===== src/rtl/cnn_mac_if.sv =====
// Controller <-> MAC responder bus: compute handshake, operand stream and result FIFO drain.
interface cnn_mac_if #(
    parameter int unsigned DATA_W = 8,
    parameter int unsigned ACC_W  = 24
);
    logic              mac_start;
    logic              op_valid;
    logic              op_ready;
    logic [DATA_W-1:0] act_in;
    logic [DATA_W-1:0] wgt_in;
    logic              mac_done;
    logic              mem_write;
    logic [ACC_W-1:0]  result_out;
    logic              fifo_empty;
    logic              fifo_full;
    logic              busy;

    modport master (
        output mac_start, op_valid, act_in, wgt_in, mem_write,
        input  op_ready, mac_done, result_out, fifo_empty, fifo_full, busy
    );

    modport slave (
        input  mac_start, op_valid, act_in, wgt_in, mem_write,
        output op_ready, mac_done, result_out, fifo_empty, fifo_full, busy
    );
endinterface


===== src/rtl/cnn_mac_responder.sv =====
// CNN MAC responder: NUM_TAPS signed dot product per mac_start, results queued in a show-ahead FIFO.
// Optional build macro CNN_MAC_RELU_EN clamps negative results to zero on the way into the FIFO.
module cnn_mac_responder #(
    parameter int unsigned DATA_W     = 8,
    parameter int unsigned ACC_W      = 24,
    parameter int unsigned NUM_TAPS   = 9,
    parameter int unsigned FIFO_DEPTH = 4
) (
    input  logic     clk,
    input  logic     rst,
    cnn_mac_if.slave bus
);

    localparam int unsigned PROD_W = 2 * DATA_W;
    localparam int unsigned TAP_W  = (NUM_TAPS > 1) ? $clog2(NUM_TAPS) : 1;
    localparam int unsigned PTR_W  = $clog2(FIFO_DEPTH);
    localparam int unsigned CNT_W  = PTR_W + 1;

    typedef enum logic [2:0] {
        S_IDLE,
        S_ACCUM,
        S_PUSH,
        S_DONE,
        S_WAIT_LOW
    } state_t;

    state_t            r_state;
    state_t            w_state_nxt;
    logic [ACC_W-1:0]  r_acc;
    logic [ACC_W-1:0]  w_acc_nxt;
    logic [TAP_W-1:0]  r_tap_cnt;
    logic [TAP_W-1:0]  w_tap_cnt_nxt;
    logic              r_op_ready;
    logic              r_mac_done;
    logic              r_busy;
    logic              w_op_ready_nxt;
    logic              w_mac_done_nxt;
    logic              w_busy_nxt;
    logic              w_push;
    logic              w_pop;
    logic              w_fire;

    logic signed [PROD_W-1:0] w_act_ext;
    logic signed [PROD_W-1:0] w_wgt_ext;
    logic signed [PROD_W-1:0] w_prod;
    logic [ACC_W-1:0]         w_prod_ext;
    logic [ACC_W-1:0]         w_push_data;

    logic [ACC_W-1:0] r_mem [FIFO_DEPTH];
    logic [PTR_W-1:0] r_wr_ptr;
    logic [PTR_W-1:0] r_rd_ptr;
    logic [CNT_W-1:0] r_count;
    logic [CNT_W-1:0] w_count_nxt;
    logic             r_empty;
    logic             r_full;

    // Signed product at full precision, then sign-extended to the accumulator width.
    assign w_act_ext  = {{DATA_W{bus.act_in[DATA_W-1]}}, bus.act_in};
    assign w_wgt_ext  = {{DATA_W{bus.wgt_in[DATA_W-1]}}, bus.wgt_in};
    assign w_prod     = w_act_ext * w_wgt_ext;
    assign w_prod_ext = ACC_W'(w_prod);

    assign w_fire = bus.op_valid & r_op_ready;
    assign w_pop  = bus.mem_write & ~r_empty;

`ifdef CNN_MAC_RELU_EN
    assign w_push_data = r_acc[ACC_W-1] ? '0 : r_acc;
`else
    assign w_push_data = r_acc;
`endif

    // State and datapath registers.
    always_ff @(posedge clk or posedge rst) begin
        if (rst) begin
            r_state    <= S_IDLE;
            r_acc      <= '0;
            r_tap_cnt  <= '0;
            r_op_ready <= 1'b0;
            r_mac_done <= 1'b0;
            r_busy     <= 1'b0;
        end else begin
            r_state    <= w_state_nxt;
            r_acc      <= w_acc_nxt;
            r_tap_cnt  <= w_tap_cnt_nxt;
            r_op_ready <= w_op_ready_nxt;
            r_mac_done <= w_mac_done_nxt;
            r_busy     <= w_busy_nxt;
        end
    end

    // Next-state, accumulation and registered-output decode.
    always_comb begin
        w_state_nxt   = r_state;
        w_acc_nxt     = r_acc;
        w_tap_cnt_nxt = r_tap_cnt;
        w_push        = 1'b0;

        case (r_state)
            S_IDLE: begin
                if (bus.mac_start && !r_full) begin
                    w_state_nxt   = S_ACCUM;
                    w_acc_nxt     = '0;
                    w_tap_cnt_nxt = '0;
                end
            end
            S_ACCUM: begin
                if (!bus.mac_start) begin
                    w_state_nxt = S_IDLE;
                end else if (w_fire) begin
                    w_acc_nxt = r_acc + w_prod_ext;
                    if (r_tap_cnt == TAP_W'(NUM_TAPS - 1)) begin
                        w_state_nxt = S_PUSH;
                    end else begin
                        w_tap_cnt_nxt = r_tap_cnt + TAP_W'(1);
                    end
                end
            end
            S_PUSH: begin
                w_push      = 1'b1;
                w_state_nxt = S_DONE;
            end
            S_DONE: begin
                w_state_nxt = S_WAIT_LOW;
            end
            S_WAIT_LOW: begin
                if (!bus.mac_start) begin
                    w_state_nxt = S_IDLE;
                end
            end
            default: begin
                w_state_nxt = S_IDLE;
            end
        endcase

        w_op_ready_nxt = (w_state_nxt == S_ACCUM);
        w_busy_nxt     = (w_state_nxt != S_IDLE);
        // mac_done follows DONE by one register so the FIFO entry is visible a cycle ahead of it.
        w_mac_done_nxt = (r_state == S_DONE);
    end

    // FIFO occupancy after this cycle's push/pop.
    always_comb begin
        w_count_nxt = r_count;
        case ({w_push, w_pop})
            2'b10:   w_count_nxt = r_count + CNT_W'(1);
            2'b01:   w_count_nxt = r_count - CNT_W'(1);
            default: w_count_nxt = r_count;
        endcase
    end

    // Result FIFO storage and pointers.
    always_ff @(posedge clk or posedge rst) begin
        if (rst) begin
            for (int i = 0; i < int'(FIFO_DEPTH); i++) begin
                r_mem[i] <= '0;
            end
            r_wr_ptr <= '0;
            r_rd_ptr <= '0;
            r_count  <= '0;
            r_empty  <= 1'b1;
            r_full   <= 1'b0;
        end else begin
            if (w_push) begin
                r_mem[r_wr_ptr] <= w_push_data;
                r_wr_ptr        <= r_wr_ptr + PTR_W'(1);
            end
            if (w_pop) begin
                r_rd_ptr <= r_rd_ptr + PTR_W'(1);
            end
            r_count <= w_count_nxt;
            r_empty <= (w_count_nxt == '0);
            r_full  <= (w_count_nxt == CNT_W'(FIFO_DEPTH));
        end
    end

    assign bus.op_ready   = r_op_ready;
    assign bus.mac_done   = r_mac_done;
    assign bus.busy       = r_busy;
    assign bus.fifo_empty = r_empty;
    assign bus.fifo_full  = r_full;
    assign bus.result_out = r_mem[r_rd_ptr];

endmodule


===== src/flat_wrapper.sv =====
// flat-port wrapper written by rule: the top's interface ports become plain ports
module cnn_mac_responder_flat 
#(
    parameter int unsigned DATA_W     = 8,
    parameter int unsigned ACC_W      = 24,
    parameter int unsigned NUM_TAPS   = 9,
    parameter int unsigned FIFO_DEPTH = 4
)
  (clk, rst, bus_mac_start, bus_op_valid, bus_act_in, bus_wgt_in, bus_mem_write, bus_op_ready, bus_mac_done, bus_result_out, bus_fifo_empty, bus_fifo_full, bus_busy);
  cnn_mac_if #(.DATA_W(DATA_W), .ACC_W(ACC_W)) bus_i ();
  input  logic clk;
  input  logic rst;
  input wire logic [$bits(bus_i.mac_start)-1:0] bus_mac_start;
  input wire logic [$bits(bus_i.op_valid)-1:0] bus_op_valid;
  input wire logic [$bits(bus_i.act_in)-1:0] bus_act_in;
  input wire logic [$bits(bus_i.wgt_in)-1:0] bus_wgt_in;
  input wire logic [$bits(bus_i.mem_write)-1:0] bus_mem_write;
  output wire logic [$bits(bus_i.op_ready)-1:0] bus_op_ready;
  output wire logic [$bits(bus_i.mac_done)-1:0] bus_mac_done;
  output wire logic [$bits(bus_i.result_out)-1:0] bus_result_out;
  output wire logic [$bits(bus_i.fifo_empty)-1:0] bus_fifo_empty;
  output wire logic [$bits(bus_i.fifo_full)-1:0] bus_fifo_full;
  output wire logic [$bits(bus_i.busy)-1:0] bus_busy;
  assign bus_i.mac_start = bus_mac_start;
  assign bus_i.op_valid = bus_op_valid;
  assign bus_i.act_in = bus_act_in;
  assign bus_i.wgt_in = bus_wgt_in;
  assign bus_i.mem_write = bus_mem_write;
  assign bus_op_ready = bus_i.op_ready;
  assign bus_mac_done = bus_i.mac_done;
  assign bus_result_out = bus_i.result_out;
  assign bus_fifo_empty = bus_i.fifo_empty;
  assign bus_fifo_full = bus_i.fifo_full;
  assign bus_busy = bus_i.busy;
  cnn_mac_responder #(.DATA_W(DATA_W), .ACC_W(ACC_W), .NUM_TAPS(NUM_TAPS), .FIFO_DEPTH(FIFO_DEPTH)) u_core (.clk(clk), .rst(rst), .bus(bus_i));
endmodule

===== config.mk =====
export PLATFORM = sky130hd
export DESIGN_NAME = cnn_mac_responder_flat
export DESIGN_NICKNAME = d
export VERILOG_FILES = /design/src/rtl/cnn_mac_if.sv /design/src/rtl/cnn_mac_responder.sv /design/src/flat_wrapper.sv
export SDC_FILE = /design/constraint.sdc
export NUM_CORES = 1
export LEC_CHECK = 0
export ABC_CLOCK_PERIOD_IN_PS = 5000
export BUFFER_PORTS_ARGS = -buffer_cell sky130_fd_sc_hd__clkbuf_2
export CAP_MARGIN = 20
export CORE_MARGIN = 3
export CORE_UTILIZATION = 45
export CTS_CLUSTER_DIAMETER = 80
export DETAILED_ROUTE_END_ITERATION = 7
export PLACE_DENSITY = 0.59
export SLEW_MARGIN = 10
export SYNTH_ARGS = -nofsm -noshare
export SYNTH_HDL_FRONTEND = slang
export SYNTH_SLANG_ARGS = --single-unit

===== constraint.sdc =====
create_clock -name clk -period 5 [get_ports clk]
set_input_delay 0.5 -clock clk [delete_from_list [all_inputs] [get_ports clk]]
set_output_delay 0.5 -clock clk [all_outputs]
set_load 0.01 [all_outputs]

Word-level counts from Yosys, hierarchy flattened. Index checks and enable logic that the tools add are counted. W data, S select, Z words.

Bitwise operators: 5. Add/subtract/negate cells: 6. Mux-type cells: 23. $mul: 1. Equality and inequality tests: 13. $lt $le $gt $ge: 3. Reductions and logical operators: 9.

Operator list (number): $mux W24 (6); $bwmux W96 (1); $bmux W24 S2 (1); $demux W24 S2 (1); $pmux W24 S2 (1); $add A24 B24 Y24 (1); $mul A8 B8 Y16 (1); $mux W4 (4); $mux W3 (5); $pmux W3 S5 (1); $pmux W4 S2 (1); $eq A3 B1 Y1 const B (2); $eq A3 B2 Y1 const B (2); $eq A3 B3 Y1 const B (2); $ge A3 B3 Y1 const B (2); $logic_not A3 Y1 (2); $not A2 Y3 (2); $pmux W3 S2 (1); $reduce_and A5 Y1 (1); $add A2 B1 Y2 const B (2); $add A4 B1 Y4 const B (1); $eq A4 B4 Y1 const B (1); $ne A2 B1 Y1 const B (2); $ne A2 B2 Y1 const B (2); other kinds (13) (15).

Logic and storage cells: 75. Register bits after elaboration: 139. Output and inout port bits: 29. Input port bits: 21.

Logic depth before layout (Yosys ltp). Gate-level depths: netlist of the first run.

Depth after elaboration: 6. Gate-level depth with buffers: 27. Depth with buffers taken out: 27.

Worst setup path after synthesis of the first run. Ideal clock, no wire load.

Kind: input to register. Start: input port bus_wgt_in[3]. End: register u_core.r_acc[23]. Required time: 4.882 ns. Setup slack: -1.275 ns. Setup time: 0.118 ns. Data arrival time: 6.157 ns. Stages: 24. Buffers on the path: 0. Path through: and2_1 -> fa_1 -> inv_1 -> fa_1 -> inv_1 -> fa_1 -> inv_1 -> fa_1 -> inv_1 -> ha_1 -> and3_1 -> a21oi_1 -> nand3_1 -> and3b_1 -> or2_2 -> ha_1 -> nand4_2 -> nor3_1 -> a311o_2 -> o211ai_2 -> a21o_1 -> a211o_1 -> a31o_1 -> a21o_1.

Word-level cells in the longest chain between the ends: 5.

RTL lines: from (decl) (RTL line flat_wrapper.sv:16) `input wire logic [$bits(bus_i.wgt_in)-1:0] bus_wgt_in;`; $mul A8 B8 Y16 (RTL line cnn_mac_responder.sv:60) `assign w_prod = w_act_ext * w_wgt_ext;`; $add A24 B24 Y24 (RTL line cnn_mac_responder.sv:110) `w_acc_nxt = r_acc + w_prod_ext;`; $mux W24 (RTL line cnn_mac_responder.sv:109) `end else if (w_fire) begin`; $mux W24 (RTL line cnn_mac_responder.sv:107) `if (!bus.mac_start) begin`; $pmux W24 S2 (RTL line cnn_mac_responder.sv:98) `case (r_state)`; to (signal assigned) (RTL line cnn_mac_responder.sv:83) `r_acc <= w_acc_nxt;`; to (decl) (RTL line cnn_mac_responder.sv:29) `logic [ACC_W-1:0] r_acc;`.

No other way between the ends. The select of a mux whose other input is x is not followed. A chain may end at the register's enable or synchronous reset.

Worst setup path in the final report of the first run.
Start: input port bus_act_in[5]. End: register u_core.r_acc[23].

Word-level cells in the longest chain between the ends: 5.

RTL lines: from (decl) (RTL line flat_wrapper.sv:15) `input wire logic [$bits(bus_i.act_in)-1:0] bus_act_in;`; $mul A8 B8 Y16 (RTL line cnn_mac_responder.sv:60); $add A24 B24 Y24 (RTL line cnn_mac_responder.sv:110); $mux W24 (RTL line cnn_mac_responder.sv:109); $mux W24 (RTL line cnn_mac_responder.sv:107); $pmux W24 S2 (RTL line cnn_mac_responder.sv:98).

No other way between the ends. The select of a mux whose other input is x is not followed.

==> summary.md, run 1 <==
| Metric | Value |
|---|---|
| Status | `finished with violations` |
| Failing checks | `setup timing` |
| # clock sinks | `139` |
| Cell taking the most area after synthesis | `dfrtp_1` |
| P_leak | `roughly 6.2 nW` |
| Simple-Gate Fraction of Synth Area | `approximately a tenth` |
| WS Path Type | `primary input to register` |
| MaxCap Viol Count | `0` |
| CTS clk-pin slew, worst paths | `0.07 ns` |
| Worst Hold Class | `primary input to async pin` |
| Final core occ | `between 50% and 60%` |
| Tot Pwr | `about 0.0091 W` |
| Nets | `around 1.2k` |
| Xor and xnor fraction of the mapped netlist area | `2.983%` |
| Yosys top cell area share | `~36%` |
| Slew Limit Fails | `0` |
| Startpoint types | `primary input` |
| Die width | `about 150 um` |
| Row Count | `53` |
| Clock skew | `~0.012 ns` |
| Hold Fails Final Rpt | `0` |
| Total CTS buffers | `17` |
| Largest net degree at the start of global routing | `slightly below 100` |
| Gpl congestion | `0.7627` |
| Layout cells sized above 1 | `a little over two fifths` |
| Grt ovf | `0` |
| Sequential-to-total area share from yosys stat | `between 30% and 40%` |
| Period utilization | `113.8%` |
| Hold_buf cts | `0` |
| Post-synth EDFFs | `0` |
| Crit path top cell by count | `fa_1` |
| Max frequency | `175.8 MHz` |
| Vias | `roughly 6.8k` |
| Crit Path Max Fanout | `6` |
| Final Hold Slack | `0.2376 ns` |
| Main combinational cell family by area after synthesis | `adder cells` |
| Vias in the first global route | `a little over 7k` |
| Seq cells post-synth | `roughly 140` |
| Met1 usage | `approximately a quarter` |
| Worst vdd ir | `about 0.51 mV` |
| DP HPWL | `roughly 15000 um` |
| Setup Viol. Count Final | `12` |
| I/O pin cnt | `50` |
| Grt met2 use | `31.30%` |
| Synth Area in Adders | `between 10% and 20%` |
| Met3 global-route usage | `between 2 and 2.5%` |
| CTS tree | `done` |
| Area growth syn-to-layout | `29.26%` |
| Clock tree buffer depth | `2` |
| Post-synthesis mux area share | `17.26%` |
| Die footprint | `0.02333 mm^2` |
| Slew margin rel. | `30.96%` |
| Yosys warnings | `0` |
| Post-route minimum period | `about 5.7 ns` |
| Slew @ Worst Pin | `between 1 and 1.5 ns` |
| Final WS setup | `-0.6891 ns` |
| Req. time, crit path | `~5.3 ns` |
| RSZ-0062 raised after global routing | `true` |
| Synthesized area per cell | `~11 um^2` |
| Remaining antenna violation count | `0` |
| GRT Overall Usage | `about 18%` |
| Wire per inst | `~15 um` |
| Die height | `roughly 150 um` |
| WP buf/inv | `7` |
| # H-tree levels | `4` |
| DRC Markers | `0` |
| Initial Util | `45.95%` |
| Cells after synthesis | `between 800 and 900` |
| First-pass GRT wire length | `about 35000 um` |
| Core Area | `approximately 0.021 mm^2` |
| Top delay family on crit path | `adder cells` |
| Synth area leaders | `dfrtp_1, fa_1, mux2_2` |
| Most common cell after layout, fill and taps aside | `dfrtp_1` |
| 1st-pass router iterations | `4` |
| Setup TNS Final | `-4.939 ns` |
| Most frequent cells in the layout | `dfrtp_1, buf_4, inv_1, mux2_2, fa_1` |
| Syn_nets | `roughly 1000` |
| Mapped cell area | `about 0.0097 mm^2` |
| Synth Area in Compound Gates | `under 10%` |
| Cell variety after synth | `slightly above 60` |
| Pwr dens | `roughly 730 mW/mm^2` |
| Arr. time, crit path | `roughly 6 ns` |
| Max stage delay on crit path | `0.54 ns` |
| Root buffer cell | `clkbuf_16` |
| Setup WS pre-CTS | `-1.247 ns` |
| FILL cells | `1751` |
| Input/output buffers | `slightly below 50` |
| Detailed Route WL | `20310 um` |
| Initial antenna violation count | `0` |
| Main synth FF type | `dfrtp_1` |
| N_diodes | `0` |
| Crit end category | `register` |
| Slowest CP cell | `fa_1` |
| Layer with the highest usage | `met2` |
| Vias per cell | `5.093` |
| Post-synth ARST share | `100.0%` |
| Iter 0 DRT Violations | `193` |
| Worst skew pair latency | `~0.42 ns` |
sequential cells by signal (all words and copies together) (netlist names), 2 cells and up:
register	count
u_core.r_acc	24
u_core.r_count	3
u_core.r_mem	96
u_core.r_rd_ptr	2
u_core.r_state	3
u_core.r_tap_cnt	4
u_core.r_wr_ptr	2
logic make-up (layout without fill, tap and decap cells):
group           Yosys count  after routing
simple gates            194            194
flops                   139            139
buf+inv                 137            339
mux                     125            125
compound gates          118            118
fa+ha+maj               116            116
xor+xnor                 33             33
metrics by stage:
| step | instances | instance area, um^2 |
|---|---|---|
| finish | 1339 | 12530 |
| global route | 1339 | 12530 |
| CTS | 1332 | 12390 |
| detailed placement | 1290 | 11440 |
| global placement | 1290 | 11440 |
| floorplan | 862 | 9985 |
per-layer routing:
layer  part of all wire (%)  vias up
met5                      0        -
met4                   0.89        0
met3                    2.0       12
met2                     50       72
met1                     47     3419
li1                       -     3316
cell usage after synthesis (5+ instances only):
master,n
nand2_1,55
nor3_1,9
a21oi_1,24
xor2_1,14
buf_2,11
nand3_1,7
fa_1,57
mux2_2,97
or2_2,6
nor2_1,26
ha_1,59
a21o_1,9
dfrtp_1,138
a211oi_1,6
xnor2_1,19
nor2b_1,13
o21a_1,6
o21ai_0,25
o211ai_1,6
or3_1,5
clkbuf_1,12
inv_1,113
and2_1,51
mux4_2,24
nand2b_1,5
worst reg2reg max path: stages (launching register included):
cell and delay [ns]:
dfrtp_1 0.45, ha_1 0.38, o211ai_1 0.13, o211ai_1 0.54, a311o_2 0.31, o211ai_2 0.10
a21o_1 0.18, a211o_1 0.29, a31o_1 0.22, a21o_1 0.15
repair_timing:
item | CTS | global route
gates resized for setup | 62 | 25
setup endpoints to repair | 13 | 14
setup buffers | 10 | 6
pin swaps | 54 | 30
where the power goes:
part           switching, W  internal, W
Clock              0.000542     0.000714
Sequential         0.000197      0.00124
Combinational       0.00295      0.00346
path summary, 6_finish.rpt:
| path | start | endpoint | slack, ns | cells past startpoint |
|---|---|---|---|---|
| worst min register to register | u_core.r_count[2] | u_core.r_count[2] | 0.48 | 1 |
| max in group asynchronous | rst | u_core.bus.fifo_empty | 3.67 | 3 |
| worst min-delay path | rst | u_core.r_state[2] | 0.24 | 2 |
| worst max-delay path | bus_act_in[5] | u_core.r_acc[23] | -0.69 | 28 |
| min in group clk | bus_mac_start | u_core.r_state[0] | 0.40 | 3 |
| worst max register to register | u_core.r_acc[2] | u_core.r_acc[23] | 2.15 | 9 |
area by class of cell:
type / count / area (um^2) / area share [%]
clock buffer: 17 / 425.4 / 3.396
clock inverter: 15 / 167.7 / 1.339
tap: 275 / 344.1 / 2.747
timing repair buffer: 194 / 1498 / 11.96
inverter: 113 / 434.2 / 3.466
multi-input combinational: 586 / 6177 / 49.32
sequential: 139 / 3480 / 27.78
No activity file was read; power rests on OpenSTA's default activity.
==> run 2: changes to the inputs <==
BUFFER_PORTS_ARGS = unset   (was -buffer_cell sky130_fd_sc_hd__clkbuf_2)
DONT_BUFFER_PORTS = 1   (was unset)
PLACE_DENSITY = 0.57   (was 0.59)
==> summary.md, run 2 (synthesis gave the netlist of run 1 again) <==
| Metric | Value |
|---|---|
| Post-route minimum period | `5.571 ns (-0.1179 ns)` |
| Die width | `152.7 um (unchanged)` |
| R2R Path End | `u_core.r_acc[22]` |
| Input/output buffers | `0 (-100%)` |
| Gpl congestion | `0.8600 (+13%)` |
| Remaining antenna violation count | `0 (unchanged)` |
| FF-to-FF setup slack | `2.07 ns (-0.08 ns)` |
| Largest net degree at the start of global routing | `81 (-17%)` |
| I/O pin cnt | `50 (unchanged)` |
| Clock skew | `0.01195 ns (+0.0002368 ns)` |
| # H-tree levels | `4 (unchanged)` |
| Initial antenna violation count | `0 (unchanged)` |
| Slowest CP cell | `fa_1` |
| Crit end category | `register` |
| FILL cells | `1768 (+0.97%)` |
| Arr. time, crit path | `5.89 ns (-0.10 ns)` |
| Die height | `152.7 um (unchanged)` |
| Worst Hold Class | `primary input to async pin` |
| Root buffer cell | `clkbuf_16` |
| Status | `finished with violations` |
| Layout cells sized above 1 | `37.07% (-4.9 points)` |
| Detailed Route WL | `21940 um (+8.0%)` |
| CTS clk-pin slew, worst paths | `0.06 ns (about the same)` |
| Crit path top cell by count | `fa_1` |
| Slew @ Worst Pin | `1.118 ns (+0.08548 ns)` |
| Slew margin rel. | `25.19% (-5.8 points)` |
| DP HPWL | `16310 um (+7.6%)` |
| Initial Util | `45.95% (unchanged)` |
| Core Area | `0.02109 mm^2 (unchanged)` |
| # clock sinks | `139 (unchanged)` |
| 1st-pass router iterations | `4 (unchanged)` |
| Max frequency | `179.5 MHz (+2.1%)` |
| Hold_buf cts | `0 (unchanged)` |
| Total CTS buffers | `17 (unchanged)` |
| Worst r2r src | `u_core.r_acc[0]` |
| WS Path Type | `primary input to register` |
| WP buf/inv | `6 (-1)` |
| Clock tree buffer depth | `2 (unchanged)` |
| Fin area | `0.01202 mm^2 (-4.0%)` |
| Most frequent cells in the layout | `dfrtp_1, inv_1, buf_4, mux2_2, fa_1` |
| Worst vdd ir | `0.5282 mV (+3.7%)` |
| Area growth syn-to-layout | `24.05%` |
| Vias in the first global route | `7290 (+2.9%)` |
| Crit Path Max Fanout | `8 (+2)` |
| P_leak | `5.813 nW (-6.8%)` |
| Wire per inst | `17.46 um (+15%)` |
| Vias per cell | `5.297 (+4.0%)` |
| CTS tree | `done` |
| DRC Markers | `0 (unchanged)` |
| Slew Limit Fails | `0 (unchanged)` |
| Failing checks | `setup timing` |
| RSZ-0062 raised after global routing | `true` |
| Pwr dens | `772.1 mW/mm^2 (+6.3%)` |
| Vias | `6658 (-2.4%)` |
| Register name with the most flops | `u_core.r_mem` |
| N_diodes | `0 (unchanged)` |
| Period utilization | `111.4% (-2.4 points)` |
| Final WS setup | `-0.5712 ns (+0.1179 ns)` |
| Nets | `1106 (-6.9%)` |
| Max stage delay on crit path | `0.53 ns (about the same)` |
| Regs by FF count | `u_core.r_mem x96, u_core.r_acc x24, u_core.r_tap_cnt x4` |
| Worst skew pair latency | `0.42 ns (about the same)` |
| GRT Overall Usage | `19.24% (+1.3 points)` |
| Req. time, crit path | `5.32 ns (+0.02 ns)` |
| Hold Fails Final Rpt | `0 (unchanged)` |
| First-pass GRT wire length | `36560 um (+5.2%)` |
| Startpoint types | `primary input` |
| Iter 0 DRT Violations | `187 (-3.1%)` |
| Row Count | `53 (unchanged)` |
| Setup Viol. Count Final | `12 (unchanged)` |
| Dpl cell area | `0.01095 mm^2 (-4.3%)` |
| Grt ovf | `0 (unchanged)` |
| Top delay family on crit path | `adder cells` |
| Worst reg2reg path depth | `12 (+3)` |
| MaxCap Viol Count | `0 (unchanged)` |
| Most common cell after layout, fill and taps aside | `dfrtp_1` |
| Die footprint | `0.02333 mm^2 (unchanged)` |
| Final Hold Slack | `0.06007 ns (-0.1776 ns)` |
| Largest register FFs | `96 (unchanged)` |
-- run 2: cell count changes in the layout (fill, tap and decap cells not counted), moves of 4 or more --
| cell | delta |
|---|---|
| and2_1 | +6 |
| and2_4 | -6 |
| buf_4 | -32 |
| bufinv_16 | +4 |
| clkbuf_2 | -37 |
| clkbuf_8 | -6 |
| inv_6 | -6 |
| nand2_1 | -4 |
| nand2_2 | +4 |
-- run 2: how the worst max path moves through the flow --
stage                             start               end  slack, ns  depth (start not counted)
final                     bus_act_in[5]  u_core.r_acc[22]      -0.57                         25
after global routing      bus_act_in[5]  u_core.r_acc[23]      -0.75                         25
after CTS                 bus_act_in[5]  u_core.r_acc[22]      -0.49                         26
after detailed placement  bus_act_in[0]  u_core.r_acc[23]      -0.99                         24
after global placement    bus_wgt_in[7]  u_core.r_acc[23]      -0.93                         23
after floorplan           bus_act_in[6]  u_core.r_acc[23]      -0.77                         24
-- run 2: layout make-up --
cell class              instances  area, um^2  share of cell area [%]
clock inverters                12       210.2                   1.749
flip-flops and latches        139        3480                   28.94
multi-input cells             586        6221                   51.75
clock buffers                  20       446.7                   3.716
inverters                     113       434.2                   3.612
well taps                     275       344.1                   2.862
repair buffers                112       885.9                   7.369
-- run 2: routing by layer --
layer,GRT usage [%],vias up,share of wire [%]
met4,5.643,0,1.7
met5,0,-,0
met3,3.380,24,3.4
met1,24.07,3386,43
met2,34.25,98,52
li1,-,3150,-
-- run 2: stage by stage --
step / setup WS, ns / setup TNS, ns / total power (W) / cells / utilization (%)
after detailed placement: -0.9878 / -9.326 / 0.006954 / 1210 / 51.93
final: -0.5712 / -3.032 / 0.009282 / 1257 / 57.01
after CTS: -0.4947 / -2.733 / 0.008789 / 1247 / 55.70
after floorplan: -0.7675 / -3.647 / 0.004973 / 862 / -
after global routing: -0.7471 / -5.503 / 0.01005 / 1257 / 57.01
after global placement: -0.9341 / -8.395 / 0.006826 / 1210 / 51.93
-- run 2: report_power, final --
group / total, W / internal, W / switching, W / leakage (nW)
Sequential: 0.00141 / 0.00124 / 0.000169 / 1.91
Combinational: 0.00648 / 0.00339 / 0.00308 / 3.58
Clock: 0.00140 / 0.000906 / 0.000493 / 0.316
-- run 2: repair_timing --
action,CTS,global route
resized for setup,24,37
hold endpoints to repair,0,0
setup endpoints to repair,11,14
pin swaps,23,42
setup buffers,5,8
-- run 2: worst reg2reg max path: stages (launching register included) --
cell	delay, ns
dfrtp_1	0.48
ha_1	0.25
inv_1	0.07
fa_1	0.40
nor2b_1	0.12
o21ai_1	0.08
a21boi_1	0.37
a21boi_4	0.12
a211oi_2	0.22
buf_4	0.17
o2111ai_4	0.14
nor4b_4	0.16
o31ai_2	0.24
==> run 3: changes to the inputs <==
--- a/config.mk
+++ b/config.mk
@@ -13,4 +13,6 @@
 export DETAILED_ROUTE_END_ITERATION = 7
 export DONT_BUFFER_PORTS = 1
+export GPL_ROUTABILITY_DRIVEN = 0
+export MAX_ROUTING_LAYER = met4
 export PLACE_DENSITY = 0.57
 export SLEW_MARGIN = 10
==> constraint.sdc (replaced) <==
create_clock -name clk -period 5 [get_ports clk]
set_input_delay 0.25 -clock clk [delete_from_list [all_inputs] [get_ports clk]]
set_output_delay 0.25 -clock clk [all_outputs]
set_load 0.01 [all_outputs]
==> summary.md, run 3 (synthesis gave the netlist of run 1 again) <==
| Metric | Value |
|---|---|
| Slew Limit Fails | `0 (unchanged)` |
| 1st-pass router iterations | `4 (unchanged)` |
| Worst-path cell chain | `and2_4, fa_2, fa_1, fa_1, inv_1, fa_1, inv_1, ha_2, or2_4, o22a_1, o311ai_4, nand3_1, and3b_1, or2_4, ha_4, nand4_4, nor3_2, a311o_2, o211ai_2, a21o_1, a211o_1, a31o_1, a21o_1` |
| Crit end category | `register` |
| Period utilization | `104.3% (-7.1 points)` |
| Register name with the most flops | `u_core.r_mem` |
| Startpoint types | `primary input` |
| Final Hold Slack | `0.04200 ns (-0.01807 ns)` |
| Crit path top cell by count | `fa_1` |
| Initial Util | `45.95% (unchanged)` |
| Setup Viol. Count Final | `4 (-8)` |
| Most common cell after layout, fill and taps aside | `dfrtp_1` |
| WP buf/inv | `2 (-4)` |
| CTS clk-pin slew, worst paths | `0.06 ns (about the same)` |
| Tot Pwr | `0.008595 W (-7.4%)` |
| CTS tree | `done` |
| Post-route minimum period | `5.216 ns (-0.3549 ns)` |
| Detailed Route WL | `20940 um (-4.6%)` |
| GRT Overall Usage | `19.09% (-0.15 points)` |
| Worst Hold Class | `primary input to register` |
| Fin area | `0.01171 mm^2 (-2.6%)` |
| Failing checks | `setup timing` |
| Worst vdd ir | `0.5825 mV (+10%)` |
| Req. time, crit path | `5.31 ns (about the same)` |
| Grt ovf | `0 (unchanged)` |
| Largest net degree at the start of global routing | `105 (+30%)` |
| DP HPWL | `15960 um (-2.1%)` |
| First-pass GRT wire length | `35380 um (-3.2%)` |
| WS Path Type | `primary input to register` |
| Status | `finished with violations` |
| Clock skew | `0.009280 ns (-0.002672 ns)` |
| # H-tree levels | `4 (unchanged)` |
| Remaining antenna violation count | `0 (unchanged)` |
| Area growth syn-to-layout | `20.83%` |
| Crit path from | `bus_act_in[2]` |
| Slew margin rel. | `24.82% (-0.37 points)` |
| Root buffer cell | `clkbuf_16` |
| Slowest CP cell | `fa_2` |
| Pwr dens | `734.1 mW/mm^2 (-4.9%)` |
| Wire per inst | `16.81 um (-3.7%)` |
| MaxCap Viol Count | `0 (unchanged)` |
| R2R Path End | `u_core.r_acc[22]` |
| Top delay family on crit path | `adder cells` |
| Crit path to | `u_core.r_acc[23]` |
| Max stage delay on crit path | `0.58 ns (+0.05 ns)` |
| Nets | `1096 (-0.90%)` |
| Row Count | `53 (unchanged)` |
| Most frequent cells in the layout | `dfrtp_1, inv_1, mux2_2, buf_4, fa_1` |
| Layout cells sized above 1 | `34.40% (-2.7 points)` |
| Hold Fails Final Rpt | `0 (unchanged)` |
| Worst r2r src | `u_core.r_acc[0]` |
| Worst reg2reg path depth | `13 (+1)` |
| Vias | `6546 (-1.7%)` |
| Clock tree buffer depth | `2 (unchanged)` |
| Regs by FF count | `u_core.r_mem x96, u_core.r_acc x24, u_core.r_tap_cnt x4` |
| Vias per cell | `5.254 (-0.81%)` |
| Largest register FFs | `96 (unchanged)` |
| Final WS setup | `-0.2162 ns (+0.3549 ns)` |
| # clock sinks | `139 (unchanged)` |
| Arr. time, crit path | `5.53 ns (-0.36 ns)` |
| Die footprint | `0.02333 mm^2 (unchanged)` |
| Max frequency | `191.7 MHz (+6.8%)` |
| Setup TNS Final | `-0.5174 ns (+2.515 ns)` |
| Iter 0 DRT Violations | `232 (+24%)` |
| Worst skew pair latency | `0.42 ns (about the same)` |
| Vias in the first global route | `7087 (-2.8%)` |
| Die height | `152.7 um (unchanged)` |
| Dpl cell area | `0.01085 mm^2 (-0.93%)` |
| Input/output buffers | `0 (unchanged)` |
| FF-to-FF setup slack | `2.04 ns (-0.03 ns)` |
| RSZ-0062 raised after global routing | `true` |
| N_diodes | `0 (unchanged)` |
| DRC Markers | `0 (unchanged)` |
| Total CTS buffers | `17 (unchanged)` |
| Core Area | `0.02109 mm^2 (unchanged)` |
| P_leak | `5.688 nW (-2.2%)` |
| Initial antenna violation count | `0 (unchanged)` |
| Die width | `152.7 um (unchanged)` |
| Crit Path Max Fanout | `8 (unchanged)` |
| I/O pin cnt | `50 (unchanged)` |
| Critical path depth in cells | `23 (-8.0%)` |
| Slew @ Worst Pin | `1.128 ns (+0.009687 ns)` |
| Final core occ | `55.52% (-1.5 points)` |
run 3: worst reg2reg max path: cells and delay by family, from the launching register on:
| kind | cells | cell delay [ns] |
|---|---|---|
| adder cells (fa/ha/maj) | 2 | 0.64 |
| AND/OR/NAND/NOR | 2 | 0.31 |
| buffers and inverters | 3 | 0.39 |
| flip-flops | 1 | 0.49 |
| AO/OA/AOI/OAI | 6 | 1.05 |
run 3: repair_timing:
item / in CTS / in global routing
hold buffers: 1 / 0
pin swaps: 16 / 23
buffers inserted: 3 / 7
setup endpoints to repair: 6 / 11
gates cloned: 0 / 0
endpoints found under the hold margin: 102 / 0
resized for setup: 5 / 34
run 3: per-layer routing:
metal | up-vias | track usage [%] | wire length [um] | part of all wire [%]
li1 | 3139 | - | - | -
met1 | 3283 | 23.26 | 9286 | 44
met2 | 100 | 33.11 | 10730 | 51
met3 | 24 | 3.777 | 649 | 3.1
met4 | 0 | 4.200 | 269 | 1.3
met5 | - | - | 0 | 0
run 3: report_power, final:
group / leakage (nW) / internal [W] / switching, W
Combinational: 3.48 / 0.00312 / 0.00283
Clock: 0.291 / 0.000783 / 0.000464
Sequential: 1.91 / 0.00124 / 0.000168
run 3: through the flow:
step	setup slack [ns]	instances
3_3_place_gp	-0.6482	1203
3_5_place_dp	-0.7393	1203
4_1_cts	-0.2143	1238
6_report	-0.2162	1246
2_1_floorplan	-0.5176	862
5_1_grt	-0.5097	1246
run 3: how the worst min path moves through the flow:
stage	from	end	cells after the start
after floorplan	bus_mac_start	u_core.r_state[0]	2
after global placement	rst	u_core.r_count[1]	1
after detailed placement	rst	u_core.r_mem[72]	1
after CTS	bus_mac_start	u_core.r_state[0]	2
after global routing	bus_mac_start	u_core.r_state[0]	2
final	bus_mac_start	u_core.r_state[0]	2
run 3: area by class of cell:
cell class / instances / area [um^2]
fillers: 1780 / 9379
multi-input cells: 586 / 6073
flip-flops and latches: 139 / 3480
repair buffers: 102 / 783.3
clock buffers: 21 / 480.5
inverters: 113 / 431.7
well taps: 275 / 344.1
clock inverters: 10 / 116.4
